`src/rtl/msi_irq_ctrl.sv`:
```
// Per-tile MSI interrupt controller: latches MSI pulses as pending bits, masks them and
// presents the lowest-index enabled line to the core over a req/ack handshake.
module msi_irq_ctrl #(
    parameter int IRQ_NUM_POW = 4
) (
    input  logic                      clk_i,
    input  logic                      rst_i,
    input  logic                      host_req,
    input  logic                      host_we,
    input  logic [31:0]               host_addr,
    input  logic [31:0]               host_wdata,
    output logic                      host_ack,
    output logic                      host_resp,
    output logic [31:0]               host_rdata,
    input  logic                      msi_req_i,
    input  logic [2**IRQ_NUM_POW-1:0] msi_code_bi,
    output logic                      irq_req_o,
    output logic [IRQ_NUM_POW-1:0]    irq_code_bo,
    input  logic                      irq_ack_i
);

    localparam int N = 2**IRQ_NUM_POW;

    localparam logic [0:0] ST_IDLE = 1'b0;
    localparam logic [0:0] ST_REQ  = 1'b1;

    localparam logic [7:0] ADDR_PENDING = 8'h00;
    localparam logic [7:0] ADDR_MASK    = 8'h04;
    localparam logic [7:0] ADDR_STATUS  = 8'h08;

    logic [0:0]             state;
    logic [N-1:0]           pending;
    logic [N-1:0]           mask;
    logic [N-1:0]           enabled;
    logic [N-1:0]           set_bits;
    logic [N-1:0]           host_clr;
    logic [N-1:0]           ack_clr;
    logic [IRQ_NUM_POW-1:0] next_code;
    logic [31:0]            rd_mux;
    logic                   wr_en;
    logic                   rd_en;
    logic                   served;

    assign host_ack  = host_req;
    assign wr_en     = host_req & host_we;
    assign rd_en     = host_req & ~host_we;
    assign irq_req_o = (state == ST_REQ);
    assign served    = (state == ST_REQ) & irq_ack_i;
    assign enabled   = pending & mask;
    assign set_bits  = msi_req_i ? msi_code_bi : '0;
    assign host_clr  = (wr_en && host_addr[7:0] == ADDR_PENDING) ? host_wdata[N-1:0] : '0;

    // NOTE: every signal written in an always_comb gets a default first, so no path leaves it unassigned (no latch).
    always_comb begin
        ack_clr = '0;
        if (served)
            ack_clr[irq_code_bo] = 1'b1;
    end

    // Descending scan so the lowest enabled index is the last (winning) assignment.
    always_comb begin
        next_code = '0;
        for (int i = N - 1; i >= 0; i--) begin
            if (enabled[i])
                next_code = i[IRQ_NUM_POW-1:0];
        end
    end

    always_comb begin
        rd_mux = '0;
        case (host_addr[7:0])
            ADDR_PENDING: rd_mux[N-1:0] = pending;
            ADDR_MASK:    rd_mux[N-1:0] = mask;
            ADDR_STATUS: begin
                rd_mux[31]              = irq_req_o;
                rd_mux[IRQ_NUM_POW-1:0] = irq_code_bo;
            end
            default:      rd_mux = '0;
        endcase
    end

    // NOTE: sequential state uses non-blocking assignments so every register samples pre-edge values.
    always_ff @(posedge clk_i) begin
        if (rst_i) begin
            state       <= ST_IDLE;
            pending     <= '0;
            mask        <= '0;
            irq_code_bo <= '0;
            host_resp   <= 1'b0;
            host_rdata  <= '0;
        end else begin
            // Set is OR-ed after the clear so a coincident MSI is never lost.
            pending   <= (pending & ~(host_clr | ack_clr)) | set_bits;
            host_resp <= rd_en;
            if (rd_en)
                host_rdata <= rd_mux;
            if (wr_en && host_addr[7:0] == ADDR_MASK)
                mask <= host_wdata[N-1:0];

            case (state)
                ST_IDLE: begin
                    if (|enabled) begin
                        irq_code_bo <= next_code;
                        state       <= ST_REQ;
                    end
                end
                ST_REQ: begin
                    // Request stays up regardless of mask/W1C changes until the core acks.
                    if (irq_ack_i)
                        state <= ST_IDLE;
                end
                default: state <= ST_IDLE;
            endcase
        end
    end

endmodule

```
`config.mk`:
```
export PLATFORM = sky130hd
export DESIGN_NAME = msi_irq_ctrl
export DESIGN_NICKNAME = d
export VERILOG_FILES = /design/src/rtl/msi_irq_ctrl.sv
export SDC_FILE = /design/constraint.sdc
export NUM_CORES = 1
export LEC_CHECK = 0
export ABC_AREA = 1
export ABC_CLOCK_PERIOD_IN_PS = 3600
export CAP_MARGIN = 15
export CORE_UTILIZATION = 45
export CTS_CLUSTER_SIZE = 40
export DETAILED_ROUTE_END_ITERATION = 6
export PLACE_DENSITY = 0.94
export SLEW_MARGIN = 20
export SYNTH_ARGS = -nofsm -noshare
export SYNTH_HDL_FRONTEND = slang
export SYNTH_SLANG_ARGS = --single-unit
```
`constraint.sdc`:
```
create_clock -name clk_i -period 3.6 [get_ports clk_i]
set_input_delay 0.36 -clock clk_i [delete_from_list [all_inputs] [get_ports clk_i]]
set_output_delay 0.36 -clock clk_i [all_outputs]
set_load 0.01 [all_outputs]
```
Word level (Yosys, flattened, before mapping). Index checks and enable logic that the tools add are counted.

Shift operators: 0. Divide/modulo/power cells: 0. Equality and inequality tests: 2. Reductions and logical operators: 6. $add $sub $neg: 0. Order comparisons: 2. Mux-type cells: 27. Multipliers: 0. Bitwise logic cells: 10.

Operator list (number): 4-bit two-way mux (16); 16-bit two-way mux (3); 16-bit bitwise AND (2); 16-bit bitwise OR (2); 12-bit one-hot mux with 2 select lines (1); 16-bit inverter (1); 16-bit OR reduction (1); 4-bit one-hot mux with 3 select lines (1); 8-bit by 3-bit equality test with 1-bit output, second input constant (1); 8-bit by 4-bit equality test with 1-bit output, second input constant (1); 8-bit zero test (1); 4-bit by 5-bit less-than comparator with 1-bit output, second input constant (1); 1-bit demux with 4-bit select (1); 4-bit by 1-bit >= comparator with 1-bit output, second input constant (1); 1-bit two-way mux (4); 1-bit bitwise AND (3); 1-bit logical AND (3); 1-bit inverter (2); 1-bit one-hot mux with 2 select lines (1); 2-bit AND reduction (1).

Bits in writable memories: 0. Memory bits (read-only): 0. Bits in registers: 55. Word-level logic and storage cells: 53. Memories kept: 0. Input bits: 86. Latch bits: 0. Output and inout bits: 39.

Logic depth before layout (Yosys ltp).
Depth after elaboration: 17. Mapped depth: 18. Gate-level depth less buffers: 18.

Worst setup path before layout. OpenSTA, ideal clock, no wires.

Path kind: input -> register. From: in host_addr[7]. To: reg pending[13]. Stages on the path: 8. Required time: 3.468 ns. Setup slack: 2.196 ns. Setup time: 0.132 ns. Data arrival time: 1.272 ns. Path buffers: 1. Cell sequence: nor2_1 -> nand2_2 -> inv_1 -> nand3_4 -> nor2_8 -> buf_8 -> a221o_1 -> a21oi_1.

Cells in the longest elaborated chain, start to end: 7.

Ends and longest elaborated chain: from (decl) (RTL line 10) `input logic [31:0] host_addr,`; 8-bit zero test (RTL line 51) `assign host_clr = (wr_en && host_addr[7:0] == ADDR_PENDING) ? host_wdata[N-1:0] : '0;`; 1-bit logical AND (RTL line 51); 16-bit two-way mux (RTL line 51); 16-bit bitwise OR (RTL line 93) `pending <= (pending & ~(host_clr | ack_clr)) | set_bits;`; 16-bit inverter (RTL line 93); 16-bit bitwise AND (RTL line 93); 16-bit bitwise OR (RTL line 93); to (signal assigned) (RTL line 93); to (decl) (RTL line 32) `logic [N-1:0] pending;`.

Every way passes these cells. A chain may end at the register's enable or synchronous reset.

Worst setup path in the final report.
From: in host_addr[1]. To: reg mask[0].

Cells in the longest elaborated chain, start to end: 2.

Ends and longest elaborated chain: 8-bit by 3-bit equality test with 1-bit output (RTL line 97) `if (wr_en && host_addr[7:0] == ADDR_MASK)`; 1-bit logical AND (RTL line 97); to (signal assigned) (RTL line 98) `mask <= host_wdata[N-1:0];`; to (decl) (RTL line 33) `logic [N-1:0] mask;`.

Every way passes these cells.

==> results.yml <==
status:
  outcome: "finished, final reports clean"
timing:
  rsz0062_at_grt: "false"
  setup_violations: 0
  max_slew.worst_pin.slew_ns: 0.822
  period_minus_slack_ns: 1.90
  slew_violations: 0
  setup_tns_ns: 0
  hold_violations: 0
  max_clock_freq_mhz: 527
  relSlewSlack_pct: 45.1
  skew_ns: 0.00981
  fin_crit_sh_pct: 52.7
floorplan:
  coreArea_sq_mm: 0.00596
  ios: 125
  start_util_pct: 47.0
  fp.dieW_um: 80.9
  die_h_um: 80.9
  dieArea_sq_mm: 0.00654
  rows: 28
synthesis:
  yosys_warnings: 0
  yosys.area.top_type: "dfxtp_1"
  synth_seq_cells: 55
  synth_cells: 388
  syn_avg_cell_area_sq_um: 7.21
  syn_area_sq_mm: 0.00280
  synth.area.top_cells: "dfxtp_1 39%, nand2_1 11%, a21oi_1 7.5%"
  ys_types: 30
  synth_top_area_share_pct: 39.3
  yosysSeqAreaShare_pct: 39.3
critical_path:
  critPathRequiredTime_ns: 3.80
  crit_chain: "clkdlybuf4s50_1, nor3_4, nand3_4, nor2_2, inv_2, o21ai_0, a21oi_1"
  crit_path_max_incr_delay_ns: 0.49
  crit_arrival_ns: 2.10
  start_kind: "primary input"
  critPathKind: "in2reg"
  crit_fanout: 32
  slowest_stage: "clkdlybuf4s50_1"
  endpoint_kind: "register"
flow_run:
  cap_violations: 0
finish:
  drive_above_1_share_pct: 4.46
  layout_common_cells: "83 x nand2_1, 69 x clkdlybuf4s50_1, 56 x inv_1, 55 x dfxtp_1, 42 x a21oi_1"
  fin_area_sq_mm: 0.00352
  fin_nets: 533
  synthToLayoutAreaGrowth_pct: 25.7
  fin_util_pct: 59.1
  antenna_cells: 0
  layout_commonest_cell: "nand2_1"
clock_network:
  ctsHoldBuffers: 0
  post_cts_buffers: 0
  cts.path.max_buffers: 2
  cts_num_sinks: 55
  htree_levels: 2
  cts_resized: 0
  clk_pin_slew_ns: 0.10
  cts_root_buf: "clkbuf_8"
  cts_tree: "built"
  cts_buffers: 5
  insertion_delay_ns: 0.33
grt:
  track_usage_pct: 23.3
  grt_pass1_vias: 2661
  gr-total-overflow: 0
  grt_pass1_wl_mm: 11.7
  grt_max_degree: 33
  antenna_found_initial: 0
pwr:
  p_int_mw: 0.855
  comb_power_share_pct: 13.6
  ir_worst_vdd_v: 0.000174
  seq_power_share_pct: 55.3
  clkPwrFrac_pct: 31.2
  p_total_mw: 1.16
  p_sw_share_pct: 26.6
  p_sw_mw: 0.309
  p_leak_nw: 1.45
  p_per_area_mw_per_mm2: 331
place:
  hpwl_mm: 5.26
  dpl_cell_area_sq_mm: 0.00343
  port-buffer-count: 69
  routabilityCongestion: 0.818
detailed_routing:
  dr.pass1.iters: 5
  vias: 2800
  totalWireLength_mm: 7.33
  vias_per_cell: 5.35
  drt.antenna.violating_nets: 0
  wl_per_cell_um: 14.0
  drt_iter0_markers: 269
  drc: 0
worst_hold_path:
  min-delay-path-class: "reg2reg"
[registers in the layout, indices dropped and copies added (netlist names)]
signal and flops:
host_rdata 17, host_resp 1, irq_code_bo 4, irq_req_o 1
mask 16, pending 16
[critical path: cells and delay by family]
family / cells / cell delay [ns]
simple gates: 3 / 0.73
buf+inv: 2 / 0.71
compound gates: 2 / 0.28
[final cells by class]
cell class / count / area (sq um)
Timing Repair Buffer: 71 / 706
Clock inverter: 3 / 22.5
Fill cell: 521 / 2440
Clock buffer: 5 / 68.8
Tap cell: 75 / 93.8
Inverter: 58 / 218
Sequential cell: 55 / 1100
Multi-Input combinational cell: 256 / 1310
[routing by layer]
layer  GRT usage, %  vias up  wire length (um)
met1           25.9     1282              2920
met2           40.1      129              3660
met3           5.84       26               492
met4           13.9        0               262
met5              0        -                 0
li1               -     1363                 -
[power by group through the flow]
stage               clock network (mW)  registers (mW)  logic [mW]
finish                           0.363           0.643       0.158
global route                     0.386           0.645       0.172
CTS                              0.364           0.643       0.157
detailed placement                   0           0.657       0.156
global placement                     0           0.655       0.152
floorplan                            0           0.658      0.0787
[worst paths after layout]
kind | start | end | slack (ns) | depth (start not counted)
min reg2reg | mask[5] | mask[5] | 0.47 | 2
max | host_addr[1] | mask[0] | 1.70 | 7
min | mask[5] | mask[5] | 0.47 | 2
max reg2reg | pending[15] | irq_code_bo[0] | 2.07 | 18
[cells by family (layout without fill, tap and decap cells)]
logic type | after synthesis | in the layout | share of synthesized area (%)
other cells | 1 | 15 | 0.134
compound gates | 101 | 101 | 22.2
flops | 55 | 55 | 39.3
simple gates | 140 | 140 | 22.6
buf+inv | 91 | 137 | 15.8
[through the flow]
| stage | setup slack (ns) | hold slack, ns | cells |
|---|---|---|---|
| 2_1_floorplan | 2.20 | 0.440 | 402 |
| 3_5_place_dp | 1.39 | 0.457 | 515 |
| 4_1_cts | 1.72 | 0.473 | 523 |
| 5_1_grt | 1.59 | 0.500 | 523 |
| 6_report | 1.70 | 0.471 | 523 |
| 3_3_place_gp | 1.42 | 0.453 | 515 |
[cells in the mapped netlist]
| cell | number |
|---|---|
| a211oi_1 | 2 |
| a21oi_1 | 42 |
| a221o_1 | 8 |
| a31oi_1 | 1 |
| buf_2 | 2 |
| buf_4 | 17 |
| buf_6 | 3 |
| buf_8 | 1 |
| clkbuf_1 | 10 |
| clkinv_1 | 1 |
| conb_1 | 1 |
| dfxtp_1 | 55 |
| inv_1 | 56 |
| inv_2 | 1 |
| nand2_1 | 83 |
| nand2_2 | 1 |
| nand3_1 | 16 |
| nand3_4 | 2 |
| nor2_1 | 29 |
| nor2_2 | 2 |
| nor2_8 | 1 |
| nor3_1 | 4 |
| nor3_4 | 1 |
| nor4_4 | 1 |
| o21a_1 | 1 |
| o21ai_0 | 15 |
| o21ai_1 | 14 |
| o21ai_2 | 1 |
| o221ai_1 | 16 |
| o31ai_1 | 1 |
No activity file was read; power rests on OpenSTA's default activity.
